**config.mk**
```make
export PLATFORM = sky130hd
export DESIGN_NAME = sparse_encoder
export DESIGN_NICKNAME = d
export VERILOG_FILES = /design/src/rtl/sparse_encoder.sv
export SDC_FILE = /design/constraint.sdc
export NUM_CORES = 1
export LEC_CHECK = 0
export CAP_MARGIN = 20
export CELL_PAD_IN_SITES_DETAIL_PLACEMENT = 1
export CELL_PAD_IN_SITES_GLOBAL_PLACEMENT = 1
export CORE_MARGIN = 2
export CORE_UTILIZATION = 45
export CTS_CLUSTER_DIAMETER = 100
export DETAILED_ROUTE_END_ITERATION = 10
export PLACE_DENSITY_LB_ADDON = 0.1
export SLEW_MARGIN = 20
export SYNTH_ARGS = -nofsm -noshare
export SYNTH_HDL_FRONTEND = slang
export SYNTH_SLANG_ARGS = --single-unit
```
**constraint.sdc**
```tcl
create_clock -name clk -period 3.3 [get_ports clk]
set_input_delay 0.66 -clock clk [delete_from_list [all_inputs] [get_ports clk]]
set_output_delay 0.66 -clock clk [all_outputs]
set_load 0.05 [all_outputs]
```
**src/rtl/sparse_encoder.sv**
```systemverilog
// sparse_encoder: turns a dense signed raster frame into a stream of (value,row,col)
// entries for the non-zero pixels. The last entry of a frame carries out_last.
// A one-entry pending register delays each entry until the next non-zero pixel
// or the end of the frame, so the final entry can be tagged before it is queued.
// Build macro SPARSE_ENC_THRESH_EN adds a 'thresh' input; pixels whose magnitude
// is <= thresh are then treated as zero.
module sparse_encoder #(
  parameter int unsigned dataRowNum       = 28,
  parameter int unsigned wordLength       = 8,
  parameter int unsigned doublewordLength = 16
) (
  input  logic                         clk,
  input  logic                         irst_n,
  input  logic                         start,
  input  logic                         in_valid,
  output logic                         in_ready,
  input  logic signed [wordLength-1:0] in_pixel,
`ifdef SPARSE_ENC_THRESH_EN
  input  logic [wordLength-1:0]        thresh,
`endif
  output logic                         out_valid,
  input  logic                         out_ready,
  output logic signed [wordLength-1:0] out_value,
  output logic [wordLength-1:0]        out_row,
  output logic [wordLength-1:0]        out_col,
  output logic                         out_last,
  output logic [doublewordLength-1:0]  nnz_count,
  output logic                         done
);

  localparam int unsigned PendW  = 3 * wordLength;
  localparam int unsigned EntryW = PendW + 1;
  localparam logic [wordLength-1:0] LastIdx = wordLength'(dataRowNum - 1);

  typedef enum logic [1:0] {StIdle, StScan, StFlush, StDone} state_e;

  state_e                      state_q, state_d;
  logic [wordLength-1:0]       row_q, row_d, col_q, col_d;
  logic                        pend_vld_q, pend_vld_d;
  logic [PendW-1:0]            pend_q, pend_d;
  logic [doublewordLength-1:0] nnz_q, nnz_d;

  // 2-deep output FIFO, entries packed as {last, value, row, col}
  logic [EntryW-1:0] fifo_q [2];
  logic              wr_ptr_q, rd_ptr_q;
  logic [1:0]        cnt_q;
  logic              push, pop, fifo_free, xfer, pix_nz;
  logic [EntryW-1:0] push_entry, head;

  assign fifo_free = (cnt_q != 2'd2);
  assign in_ready  = (state_q == StScan) && fifo_free;
  assign xfer      = in_valid && in_ready;
  assign out_valid = (cnt_q != 2'd0);
  assign pop       = out_valid && out_ready;
  assign head      = fifo_q[rd_ptr_q];
  assign nnz_count = nnz_q;

  // Stale FIFO contents are masked so idle outputs read as zero.
  assign {out_last, out_value, out_row, out_col} = out_valid ? head : '0;

`ifdef SPARSE_ENC_THRESH_EN
  logic [wordLength:0] pix_mag;
  // Magnitude one bit wider than the pixel so the most negative value maps cleanly.
  always_comb begin
    pix_mag = in_pixel[wordLength-1] ? ((wordLength + 1)'(0) - {1'b1, in_pixel})
                                     : {1'b0, in_pixel};
  end
  assign pix_nz = (pix_mag > {1'b0, thresh});
`else
  assign pix_nz = (in_pixel != '0);
`endif

  // Next-state, counter, pending-register and FIFO-push decisions.
  always_comb begin
    state_d    = state_q;
    row_d      = row_q;
    col_d      = col_q;
    pend_vld_d = pend_vld_q;
    pend_d     = pend_q;
    nnz_d      = nnz_q;
    push       = 1'b0;
    push_entry = '0;
    done       = 1'b0;
    unique case (state_q)
      StIdle: begin
        if (start) begin
          state_d    = StScan;
          row_d      = '0;
          col_d      = '0;
          pend_vld_d = 1'b0;
          nnz_d      = '0;
        end
      end
      StScan: begin
        if (xfer) begin
          if (col_q == LastIdx) begin
            col_d = '0;
            row_d = row_q + 1'b1;
          end else begin
            col_d = col_q + 1'b1;
          end
          if (pix_nz) begin
            // The older entry is now known not to be the last one.
            if (pend_vld_q) begin
              push       = 1'b1;
              push_entry = {1'b0, pend_q};
            end
            pend_vld_d = 1'b1;
            pend_d     = {in_pixel, row_q, col_q};
          end
          if ((row_q == LastIdx) && (col_q == LastIdx)) begin
            state_d = StFlush;
          end
        end
      end
      StFlush: begin
        if (pend_vld_q) begin
          if (fifo_free) begin
            push       = 1'b1;
            push_entry = {1'b1, pend_q};
            pend_vld_d = 1'b0;
          end
        end else if (!out_valid) begin
          state_d = StDone;
        end
      end
      StDone: begin
        done    = 1'b1;
        state_d = StIdle;
      end
      default: state_d = StIdle;
    endcase
    if (push) begin
      nnz_d = nnz_q + 1'b1;
    end
  end

  // Control state, scan counters, pending entry and non-zero count.
  always_ff @(posedge clk or negedge irst_n) begin
    if (!irst_n) begin
      state_q    <= StIdle;
      row_q      <= '0;
      col_q      <= '0;
      pend_vld_q <= 1'b0;
      pend_q     <= '0;
      nnz_q      <= '0;
    end else begin
      state_q    <= state_d;
      row_q      <= row_d;
      col_q      <= col_d;
      pend_vld_q <= pend_vld_d;
      pend_q     <= pend_d;
      nnz_q      <= nnz_d;
    end
  end

  // Output FIFO storage and pointers; push and pop may happen together.
  always_ff @(posedge clk or negedge irst_n) begin
    if (!irst_n) begin
      fifo_q[0] <= '0;
      fifo_q[1] <= '0;
      wr_ptr_q  <= 1'b0;
      rd_ptr_q  <= 1'b0;
      cnt_q     <= 2'd0;
    end else begin
      if (push) begin
        fifo_q[wr_ptr_q] <= push_entry;
        wr_ptr_q         <= ~wr_ptr_q;
      end
      if (pop) begin
        rd_ptr_q <= ~rd_ptr_q;
      end
      cnt_q <= cnt_q + {1'b0, push} - {1'b0, pop};
    end
  end

endmodule

```
# After elaboration in Yosys (flattened, before gate mapping)
# Cells that the tools add are included.
[word_totals]
reg_bits = 113
in_bits = 13
out_inout_bits = 44
word_cells = 96
[classes]
add_sub_neg = 5
order_cmp = 3
n_eq_ne = 13
muxes = 42
n_bitwise = 4
n_reduce_logical = 18
[op_table]
columns = ["cell", "count"]
rows = [
  ["$mux 25", 7],
  ["$mux 24", 3],
  ["$bwmux 50", 1],
  ["$pmux 25 s2", 1],
  ["$mux 16", 3],
  ["$mux 8", 5],
  ["$pmux 8 s2", 2],
  ["$demux 25 s1", 1],
  ["$add 16x1->16 const B", 1],
  ["$add 8x1->8 const B", 2],
  ["$eq 8x5->1 const B", 2],
  ["$ne 2x2->1 const B", 6],
  ["$mux 1", 11],
  ["$mux 2", 5],
  ["$pmux 2 s4", 1],
  ["$reduce_and 4->1", 2],
  ["$reduce_bool 2->1", 4],
  ["$reduce_bool 8->1", 1],
  ["$reduce_and 3->1", 2],
  ["$logic_and 1x1->1", 5],
  ["$reduce_and 5->1", 1],
  ["$eq 2x2->1 const B", 2],
  ["$ge 2x2->1 const B", 2],
  ["$ne 2x1->1 const B", 2],
  ["11 further kinds", 13],
]

# Logic depth before layout (Yosys ltp)
# Gate-level depths: netlist of run 1.
[depth]
word_depth = 7
mapped_depth = 12
mapped_depth_nobuf = 9

# Least setup slack after synthesis of run 1
# Ideal clock, no wire load.
[synth_path]
path_type = "reg-to-output"
start = "reg rd_ptr_q"
end = "out out_col[5]"
arrival_ns = 1.922
required_ns = 2.640
slack_ns = 0.718
stages_incl_launch_ff = 5
path_buffers = 2
path_cell_list = "dfrtp_1 > clkbuf_1 > buf_1 > mux2i_1 > nor2_1"
[synth_via]
elab_chain_len = 5
[synth_lines]
columns = ["element", "line", "text"]
rows = [
  ["start, declared", "45", "logic wr_ptr_q, rd_ptr_q;"],
  ["start signal, assigned", "171", "rd_ptr_q <= ~rd_ptr_q;"],
  ["$not 1->2 (not written as such)", "55", "assign head = fifo_q[rd_ptr_q];"],
  ["$mux 25 (not written as such) (3 in series)", "55", ""],
  ["$mux 25", "59", "assign {out_last, out_value, out_row, out_col} = out_valid ? head : '0;"],
  ["end, declared", "25", "output logic [wordLength-1:0] out_col,"],
]
# No other way between the ends. The select of a mux whose other input is x is not followed.

# Final worst setup path of run 1
[layout_path]
start = "reg cnt_q[1]"
end = "out in_ready"
[layout_via]
elab_chain_len = 2
[layout_lines]
columns = ["element", "line", "text"]
rows = [
  ["start, declared", "46", "logic [1:0] cnt_q;"],
  ["start signal, assigned", "173", "cnt_q <= cnt_q + {1'b0, push} - {1'b0, pop};"],
  ["$ne 2x2->1", "50", "assign fifo_free = (cnt_q != 2'd2);"],
  ["$logic_and 1x1->1", "51", "assign in_ready = (state_q == StScan) && fifo_free;"],
  ["end, declared", "16", "output logic in_ready,"],
]
# No other way between the ends.

==> run summary, run 1 <==
Reported net switching power: 2.304 mW. Of the total synthesized cell area, the portion taken by XOR and XNOR cells is 1.269%. The min-delay analysis places its worst path in the category input port to asynchronous set/reset pin.

The combinational power share is 34.6%, and the per-instance average area after synthesis is 10.70 µm². The number of gates resized after CTS was 0. Summing over every cut layer, the via total after detailed routing is 4145. The post-synthesis share of cell area spent on and, or, nand and nor gates was 17.25%. The maximum fanout count along the critical path was 8; the placer's final routability congestion estimate was 0.7641. The floorplan step set the die height to 114.8 µm. Number of synthesized register bits: 113.

The routed wirelength normalized by instance count is 18.88 µm. The tools report the clock sink total as 113. For the number of nets in the finished design, the log shows 606. TritonCTS built the clock tree. The post-route fraction of the period consumed by the critical path came out at 86.58%. On the final layout, the worst clock skew is 7.541 ps.

Across the run, the number of max-cap violations was 0. Derived from the worst setup path, the maximum achievable clock frequency is 350.0 MHz. The tools report the count of pins over their slew limit as 0.

In the layout the commonest cells are 113 x dfrtp_1, 105 x nand2_1, 40 x nor2_1. In the synthesized netlist the async set-or-reset flop fraction comes to 100.0%. The die area was 0.01317 mm². In this run the post-CTS setup repair buffer count came out at 0. Proportion of layout cells with a drive suffix above 1: 21.78%.

The tools report the top-level I/O count as 57. The setup path with the least slack is of type flip-flop to output pin. For the part of the total power dissipated in the clock network, the log shows 32.6%. No sink is reached through more buffers than the 2 on the longest clock path. Setup violations remaining at the end of the flow were counted as 0.

The count of endpoints failing hold in the final timing report was 0. After synthesis, the largest family of logic cells by area is simple AND/OR/NAND/NOR gates. Headroom to the max-slew limit came out at 54.55%.

Yosys attributes the largest share of cell area to dfrtp_1 51%, nand2_1 7.1%, mux2_2 6.1%, mux2_4 5.2%, mux2i_1 4.9%. The number of nets in the synthesized netlist is 538. Setup repair after global routing left no endpoint under its margin. The tools report the aggregate routed wire length as 14.04 mm.

In this run, synthesis inferred 0 flip-flops with an integrated enable. Power spread over the standard cell area amounts to 906.3 mW/mm². The number of antenna diodes in the final layout is 0.

The TritonCTS buffer count was 17; the cell area after synthesis was 0.005520 mm². Cell type of the slowest stage on the worst timing path: clkdlybuf4s50_1. For the internal cell power, the log shows 3.946 mW. The layer with the highest usage is met2. The leakage component of the power was 3.251 nW. At the worst endpoint, the required time is 2640 ps.

The count of mapped cells out of synthesis was 516. Number of global-route vias before repair: 4446. The switching share of power is 36.86%, and the level count of the clock H-tree is 4. The delay of the slowest critical-path stage was 730 ps.

The number of distinct standard cells referenced by the synthesized netlist was 49; the shortest clock period the worst path allows after layout was 2857 ps. The maximum number of pins on one net before global-route repair is 55, and the non-filler instance count after layout is 744. Once detail routing completed, the nets flagged for antenna violations numbered 0. The hold buffer count at CTS was 0; the aggregate negative setup slack was 0 ps. The number of placed instances, taps included, is 712.

Yosys printed 0 warnings. For this configuration, the core starts out at a cell density of 45.96%. The count of buffers added on input and output ports is 56.

The synthesized netlist devotes 9.248% of its cell area to compound gates. The die is 114.8 µm wide. After synthesis, flip-flops and latches occupy 51.22% of the total area. The adder-cell share of the synthesized area is 2.040%. The root buffer cell chosen for the clock tree is clkbuf_16. The floorplan has 40 rows. Detailed placement finished with a half-perimeter wire length of 9.126 mm. Global routing consumed, on the met3 layer, 5.113% of the routing resources. The first global-routing pass estimated 23.00 mm of wire.

The met1 usage in global routing was 28.96%; the clock network latency to the later pin of the worst-skew pair was 410 ps. Most common cell after layout, fill and taps aside: dfrtp_1. Sequential cells burn 32.8% of the power. The worst-case IR drop observed on VDD is 0.5304 mV. The tools report the global route total overflow as 0. The global router's overall resource usage is 22.85%. The portion of synthesized cell area occupied by the leading cell type was 51.22%. In the routed layout, each cell is associated on average with a via count of 5.571. The run finished with clean final reports. The signal on the critical path passes through nor2b_1 -> nor2_1 -> clkdlybuf4s50_1. The tools report the startpoint type of the worst setup path as a flip-flop.

The first-pass iteration count of the detailed router is 4. For the worst setup path, the data arrival time is 2200 ps. After detailed routing, the number of remaining DRC violations is 0. Of all cell types, the one taking the most synthesized area is dfrtp_1.

Compared with the post-synthesis result, the final layout area differs by 24.93%. The transition time of the tightest slew-check pin was 681.8 ps. The number of design-rule violations left by the first detailed-router iteration came out at 156. The most used flip-flop cell after synthesis is dfrtp_1. Met2 track demand over resource in global routing: 39.09%.

Of the post-synthesis cell area, the part taken by muxes is 16.18%. The total core area is 0.01201 mm², and the clock-pin slew on the worst setup and hold paths is 50 ps. The number of antenna violations at the first check in global routing is 0. The sort of element at the end of the critical path was an output pin.
area by class of cell:
cell class	instances	area, µm²
tap	147	183.9
fill	1279	5115
inverter	10	37.54
clock inverter	9	177.7
multi-input combinational	372	2541
sequential	113	2828
timing repair buffer	70	650.6
clock buffer	23	478.0
power groups by stage:
stage	sequential (mW)	clock (mW)	combinational, mW
finish	2.05	2.04	2.16
global route	2.09	2.13	2.31
CTS	2.05	2.07	2.19
detailed placement	2.06	0	2.16
global placement	2.04	0	2.11
floorplan	2.02	0	1.52
cell families (layout without fill, tap and decap cells):
logic type      after synthesis  in the layout
compound gates               74             74
xor+xnor                      8              8
fa+ha+maj                     9              9
buf+inv                      31            112
flops                       113            113
mux                          76             76
simple gates                205            205
worst max-delay path: cells and delay by family (launching register included):
kind	cells	cell delay [ps]
buf+inv	1	730
flops	1	400
simple gates	2	660
cell usage after synthesis (4+ instances only):
cell type    n
nor3_1       5
buf_4        5
and3_1       4
mux2_2      30
a31oi_1     16
mux2_4      19
o21ai_0     22
clkbuf_1     9
a41oi_1      4
ha_1         9
or3_1        4
nand2_1    105
nand2b_1     6
inv_1       10
nor2_1      41
o31ai_1      6
nand4_1      5
nand3_1     13
or4_1        5
dfrtp_1    113
a21oi_1     14
mux2i_1     27
xnor2_1      7
layer usage:
layer | up-vias | part of all wire (%)
met3 | 17 | 2.7
li1 | 1939 | -
met4 | 0 | 1.5
met2 | 72 | 51
met5 | - | 0
met1 | 2117 | 45
state kept, by name, indices dropped and copies added (netlist names):
| signal | flops |
|---|---|
| cnt_q | 2 |
| col_q | 8 |
| fifo_q | 50 |
| nnz_count | 16 |
| pend_q | 24 |
| pend_vld_q | 1 |
| rd_ptr_q | 1 |
| row_q | 8 |
| state_q | 2 |
| wr_ptr_q | 1 |
metrics by stage:
step	setup WS, ps	hold WS (ps)	util (%)	power (mW)	instance area (µm²)
CTS	418.8	126.8	57.42	6.314	6897
global placement	432.4	465.8	51.96	4.145	6241
floorplan	718.2	364.4	-	3.546	5520
global route	313.7	136.8	57.42	6.537	6897
detailed placement	374.6	475.1	51.96	4.220	6241
finish	442.8	138.0	57.42	6.250	6897
worst paths after layout:
kind / start / end / slack (ps) / cells past startpoint
min in group clk: fifo_q[24] / fifo_q[24] / 490 / 2
max in group asynchronous: irst_n / row_q[6] / 2350 / 2
max: cnt_q[1] / in_ready / 440 / 3
min reg2reg: fifo_q[24] / fifo_q[24] / 490 / 2
max reg2reg: state_q[1] / fifo_q[29] / 830 / 9
min: irst_n / pend_q[18] / 140 / 1
No activity file was read; power rests on OpenSTA's default activity.
==> inputs of run 2 (changes only) <==
--- a/config.mk
+++ b/config.mk
@@ -12,6 +12,7 @@
 export CORE_UTILIZATION = 45
 export CTS_CLUSTER_DIAMETER = 100
 export DETAILED_ROUTE_END_ITERATION = 10
+export MAX_ROUTING_LAYER = met4
 export PLACE_DENSITY_LB_ADDON = 0.1
 export SLEW_MARGIN = 20
 export SYNTH_ARGS = -nofsm -noshare
==> run 2 against run 1 <==
Utilization is the same. Clock power about the same. Non-clock buffer count is the same. Critical endpoint unchanged.
==> run summary, run 2 (same netlist as run 1, synthesis figures left out) <==
The aggregate routed wire length was 14.09 mm (+0.30%). The tools report the number of design-rule violations left by the first detailed-router iteration as 179 (+15%). The family of cells with the greatest summed delay on the critical path is buffers and inverters.

The synthesis-to-layout area growth works out to 24.93% (unchanged). The endpoint identified for the worst register-to-register timing path is fifo_q[29]. The run gives 1279 (unchanged) as the number of fillers in the final layout. The data arrival time of the critical path is 2200 ps (about the same). The area occupied by registers is 0.002828 mm² (unchanged), and the proportion of layout cells with a drive suffix above 1 is 21.78% (unchanged). The tools report the clock tree root buffer cell as clkbuf_16.

Ranked by flip-flop count, first place goes to fifo_q. Setup repair after global routing left no endpoint under its margin. The placer's final routability congestion estimate came out at 0.7742 (+1.3%). The count of buffer and inverter cells on the critical path came out at 1 (unchanged).

Sort of element at the end of the critical path: an output pin. The tools report the worst supply voltage drop on vdd as 0.5300 mV (about the same). The worst setup path is launched from a flip-flop. The library cell used most frequently in the layout, excluding fill and tap cells, is dfrtp_1. The number of port buffers works out to 56 (unchanged). The tools report the count of pins over their slew limit as 0 (unchanged).

Relative slew slack: 54.22% (-0.33 points). The worst setup path is of the flip-flop to output pin kind. The flip-flop count of the largest register after layout came out at 50 (unchanged). Via density per instance: 5.593 (+0.39%). The logs give 0 (unchanged) for the number of remaining DRC errors and 0 (unchanged) for the number of setup buffers added after CTS. The post-layout utilization of the core was 57.42% (unchanged); the number of gates resized after cts was 0 (unchanged). Maximum number of pins on one net before global-route repair: 55 (unchanged). The routed wirelength normalized by instance count came out at 18.93 µm (+0.30%). Number of antenna violations at the first check in global routing: 0 (unchanged).

Highest metal layer with signal wires: met4. The transition time of the tightest slew-check pin was 686.7 ps (+4.975 ps); the flop-to-flop setup slack was 820 ps (about the same). The length of routed wiring on met1 came out at 6.343 mm (+0.65%). The delay of the slowest critical-path stage works out to 730 ps (about the same). The tools report the effective utilization at floorplan as 45.96% (unchanged). Startpoint of the worst-slack reg-to-reg timing path: state_q[1]. The met3 wire length is 392 µm (+4.3%). In the layout the commonest cells are 113 x dfrtp_1, 105 x nand2_1, 40 x nor2_1. The first-pass iteration count of the detailed router was 4 (unchanged); the number of antenna diodes was 0 (unchanged).

X dimension of the die: 114.8 µm (unchanged). The logs give 40 (unchanged) for the standard-cell row count and 4442 (-0.090%) for the number of global-route vias before repair. Die height: 114.8 µm (unchanged). The power per cell area is 907.0 mW/mm² (about the same). The level count of the clock H-tree came out at 4 (unchanged). The logs give 0 (unchanged) for the count of endpoints failing hold in the final timing report and 606 (unchanged) for the number of nets in the finished design. The multi-input gate area in the final layout is 0.002541 mm² (unchanged). The tools report the die area as 0.01317 mm² (unchanged). The maximum fanout count along the critical path is 8 (unchanged), and the setup-violating endpoint count in the final report is 0 (unchanged). The tools report the global route total overflow as 0 (unchanged).

The tools report the TritonCTS buffer count as 17 (unchanged). The tools report the reported max-cap violation count as 0 (unchanged). The hold buffer count at CTS is 0 (unchanged), and the clock sink total is 113 (unchanged). The run gives 2640 ps (about the same) as the worst path required time. The maximum clock rate was 349.6 MHz (-0.12%).

Cell type of the slowest stage on the worst timing path: clkdlybuf4s50_1. The critical path goes through nor2b_1 -> nor2_1 -> clkdlybuf4s50_1. The run finished with clean final reports. The global router's overall resource usage came out at 23.57% (+0.72 points).

The buffer levels on the longest clock path is 2 (unchanged), and the shortest clock period the worst path allows after layout is 2861 ps (+3.307 ps). The first-pass GRT wire length was 23.00 mm (unchanged). The run gives 0 ps (unchanged) as the aggregate negative setup slack. The min-delay analysis places its worst path in the category input port to asynchronous set/reset pin. The total core area was 0.01201 mm² (unchanged); the final setup skew was 7.773 ps (+0.2315 ps). The logs give 0 (unchanged) for the residual antenna-violating net count after detailed routing and 57 (unchanged) for the top-level I/O count.

The post-route fraction of the period consumed by the critical path is 86.68% (+0.10 points). The tools report the leakage component of the power as 3.251 nW (unchanged). The clock network latency to the later pin of the worst-skew pair is 420 ps (about the same), and the sum of met2 wire segment lengths after detailed routing is 7.135 mm (-0.15%). The cell count of the worst reg-to-reg path was 9 (unchanged); the count of vias placed by the detailed router was 4161 (+0.39%).

The clock-pin slew on the worst setup and hold paths is 50 ps (about the same), and the half-perimeter wire length of the detailed placement result is 9.126 mm (unchanged). TritonCTS built the clock tree.
-- run 2: where the power goes --
part / total [mW] / internal (mW) / switching (mW)
combinational: 2.17 / 0.836 / 1.33
sequential: 2.05 / 1.71 / 0.337
clock: 2.04 / 1.40 / 0.643
total: 6.26 / 3.95 / 2.31
-- run 2: worst max path at each step --
stage / from / to / slack [ps] / cells past startpoint
6_report: cnt_q[1] / in_ready / 440 / 3
3_5_place_dp: in_pixel[0] / fifo_q[2] / 370 / 7
5_1_grt: cnt_q[1] / in_ready / 310 / 3
4_1_cts: cnt_q[1] / in_ready / 420 / 3
3_3_place_gp: in_pixel[1] / fifo_q[10] / 430 / 7
2_1_floorplan: rd_ptr_q / out_col[5] / 720 / 4
-- run 2: cell type report --
| class | instances | share of cell area, % |
|---|---|---|
| clock buffers | 23 | 6.930 |
| clock inverters | 9 | 2.576 |
| inverters | 10 | 0.5443 |
| multi-input cells | 372 | 36.85 |
| flip-flops and latches | 113 | 41.00 |
| well taps | 147 | 2.667 |
| repair buffers | 70 | 9.434 |
-- run 2: per-stage QoR --
stage               cells  area, µm²  hold WS [ps]  setup slack, ps  power [mW]
global placement      712       6241         465.8            432.4       4.145
CTS                   744       6897         126.8            418.8       6.314
finish                744       6897         135.9            439.5       6.255
floorplan             516       5520         364.4            718.2       3.546
detailed placement    712       6241         475.1            374.6       4.220
global route          744       6897         136.8            313.7       6.537
-- run 2: worst reg2reg max path: cells and delay by family (launching register included) --
kind | cells | cell delay, ps
and+or+nand+nor | 1 | 90
adders and majority gates | 1 | 200
muxes | 1 | 390
buffers and inverters | 4 | 580
DFF | 1 | 410
AOI/OAI and AO/OA | 2 | 690
-- run 2: per-layer routing --
metal	global-route usage, %	up-vias
met3	5.061	18
met1	29.03	2126
met5	-	-
li1	-	1939
met4	7.470	0
met2	39.05	78
==> inputs of run 3 (changes only) <==
--- a/config.mk
+++ b/config.mk
@@ -8,6 +8,7 @@
 export CAP_MARGIN = 20
 export CELL_PAD_IN_SITES_DETAIL_PLACEMENT = 1
 export CELL_PAD_IN_SITES_GLOBAL_PLACEMENT = 1
+export CORE_ASPECT_RATIO = 1.1
 export CORE_MARGIN = 2
 export CORE_UTILIZATION = 45
 export CTS_CLUSTER_DIAMETER = 100
==> run 3 against run 2 <==
Clock-buffer cell count is 3 higher. Worst hold slack better by 220 ps. Combinational power about the same. Routed wire length decreased by 4.9%. Sequential power barely moved. Sequential share of layout area up 0.71 points. Flip-flop and latch count unchanged. Critical endpoint unchanged. Largest power group unchanged.
==> run summary, run 3 (same netlist as run 1, synthesis figures left out) <==
The tools report the total core area as 0.01198 mm² (-0.25%). The power per cell area came out at 861.1 mW/mm² (-5.1%). The flip-flop count of the largest register after layout came out at 50 (unchanged).

The number of antenna violations at the first check in global routing was 0 (unchanged). The logs give 28.2% (-4.4 points) for the part of the total power dissipated in the clock network and 4 (unchanged) for the level count of the clock H-tree. The tools report the setup slack after placement as 320.5 ps (-54.19 ps). The post-route fraction of the period consumed by the critical path is 87.90% (+1.2 points).

The clock sink total is 113 (unchanged). For the first-pass GRT wire length, the log shows 21.88 mm (-4.9%). Most common cell after layout, fill and taps aside: dfrtp_1. The run gives 3.203 nW (-1.5%) as the leakage component of the power. The final setup skew was 8.313 ps (+0.5407 ps); the die height was 120.2 µm (+4.7%).

The placer's final routability congestion estimate is 0.7791 (+0.63%), and the number of gates resized after cts is 0 (unchanged). The half-perimeter wire length of the detailed placement result was 9.083 mm (-0.47%). The clock-pin slew on the worst setup and hold paths is 50 ps (about the same), and the proportion of layout cells with a drive suffix above 1 is 21.34% (-0.43 points). The tools report the post-layout utilization of the core as 56.58% (-0.84 points). The largest register by flop count was fifo_q.

Most repeated library cell on the critical path: inv_1. The logs give 2 (unchanged) for the buffer levels on the longest clock path and 3.599 mW (-8.8%) for the internal cell power. For the combinational power share, the log shows 36.6% (+2.0 points).

The min-delay analysis places its worst path in the category input port to asynchronous set/reset pin. The switching share of power was 38.34% (+1.4 points); the shortest clock period the worst path allows after layout was 2901 ps (+40.33 ps). For the number of design-rule violations left by the first detailed-router iteration, the log shows 133 (-26%). The via density per instance is 5.465 (-2.3%), and the setup-violating endpoint count in the final report is 0 (unchanged). Relative to the synthesized area, the layout overhead comes to 22.80%. The number of antenna diodes was 0 (unchanged); the number of nets in the finished design was 605 (-0.17%). The signal on the critical path passes through inv_1 -> ha_1 -> inv_1 -> nor2_1 -> clkdlybuf4s50_1. The global router's overall resource usage was 22.49% (-1.1 points); the worst supply voltage drop on vdd was 0.5337 mV (+0.68%). The die area was 0.01317 mm² (about the same).

The tools report the number of remaining DRC errors as 0 (unchanged). The aggregate negative setup slack was 0 ps (unchanged). The count of pins over their slew limit was 0 (unchanged); the maximum number of pins on one net before global-route repair was 61 (+11%).

The maximum fanout count along the critical path came out at 7 (-1). The final worst-path setup slack came out at 399.2 ps (-40.33 ps). The tools report the number of setup buffers added after CTS as 0 (unchanged). Startpoint type of the worst setup path: a flip-flop. The run gives 57 (unchanged) as the top-level I/O count. The tools report the first-pass iteration count of the detailed router as 4 (unchanged). The library cells used most frequently in the layout, excluding fill and tap cells, are 113 x dfrtp_1, 105 x nand2_1, 40 x nor2_1. The number of port buffers is 56 (unchanged). The TritonCTS buffer count came out at 17 (unchanged). The tools report the total power as 5.837 mW (-6.7%). Setup repair after global routing left no endpoint under its margin. The clock tree root buffer cell is clkbuf_16.

The clock network latency to the later pin of the worst-skew pair came out at 410 ps (about the same). The routed wirelength normalized by instance count is 17.88 µm (-5.5%). The run gives 0 (unchanged) as the count of endpoints failing hold in the final timing report. The flow ran to the end, and the final reports show no timing, DRC or antenna violations. The x dimension of the die came out at 109.6 µm (-4.5%). By startpoint and endpoint, the worst setup path is classified as flip-flop to output pin. The transition time of the tightest slew-check pin is 846.1 ps (+159.4 ps). The tools report the number of global-route vias before repair as 4387 (-1.2%). The run gives 2.238 mW (-3.1%) as the reported net switching power.

The logs give 0 (unchanged) for the hold buffer count at CTS and 46.07% (+0.12 points) for the effective utilization at floorplan. STA classifies the critical path endpoint as an output pin. The count of vias placed by the detailed router is 4093 (-1.6%), and the aggregate routed wire length is 13.40 mm (-4.9%). Worst hold slack: 353.0 ps (+217.1 ps). Relative contribution of sequential cells to total power: 35.2% (+2.4 points).

The logs give 42 (+5.0%) for the standard-cell row count and 0 (unchanged) for the global route total overflow. The run gives 0 (unchanged) as the reported max-cap violation count. The slowest stage of the critical path belongs to the cell clkdlybuf4s50_1. The logs give 344.7 MHz (-1.4%) for the maximum clock rate and 43.59% (-11 points) for the relative slew slack.

TritonCTS built the clock tree. The delay of the slowest critical-path stage was 830 ps (+100 ps); the residual antenna-violating net count after detailed routing was 0 (unchanged). Cell count of the worst reg-to-reg path: 7 (-2). The run gives 2640 ps (about the same) as the worst path required time. For the data arrival time of the critical path, the log shows 2240 ps (+40 ps).
==> run 3: worst paths after layout <==
path / start / end / slack, ps
max: state_q[1] / in_ready / 400
min: irst_n / fifo_q[16] / 350
max reg2reg: state_q[1] / row_q[6] / 860
min reg2reg: pend_q[2] / pend_q[2] / 490
max in group asynchronous: irst_n / fifo_q[19] / 2130
min in group clk: pend_q[2] / pend_q[2] / 490
==> run 3: critical path, delay by kind of cell (launching register included) <==
| family | cells | cell delay [ps] |
|---|---|---|
| buffers and inverters | 3 | 1090 |
| flip-flops | 1 | 400 |
| adder cells (fa/ha/maj) | 1 | 180 |
| AND/OR/NAND/NOR | 1 | 160 |
==> run 3: power groups by stage <==
stage / registers, mW / logic [mW] / clock network, mW
detailed placement: 2.07 / 2.16 / 0
floorplan: 2.02 / 1.52 / 0
global placement: 2.05 / 2.10 / 0
global route: 2.11 / 2.30 / 1.73
finish: 2.06 / 2.14 / 1.64
CTS: 2.06 / 2.17 / 1.68
==> run 3: per-layer routing <==
layer  vias up  routed length (µm)  GRT usage [%]
met2        53                6820          36.65
met3        14                 343          5.106
met4         0                 187          7.041
met1      2081                6043          27.77
li1       1945                   -              -
met5         -                   0              -
==> run 3: layout make-up <==
| type | count | area (µm²) |
|---|---|---|
| clock buffer | 26 | 509.2 |
| clock inverter | 5 | 27.53 |
| fill | 1317 | 5202 |
| inverter | 10 | 37.54 |
| multi-input combinational | 372 | 2541 |
| sequential | 113 | 2828 |
| tap | 154 | 192.7 |
| timing repair buffer | 69 | 643.1 |
==> run 3: per-stage QoR <==
step / instance area, µm² / instances
2_1_floorplan: 5520 / 516
3_3_place_gp: 6242 / 718
3_5_place_dp: 6242 / 718
4_1_cts: 6779 / 749
5_1_grt: 6779 / 749
6_report: 6779 / 749
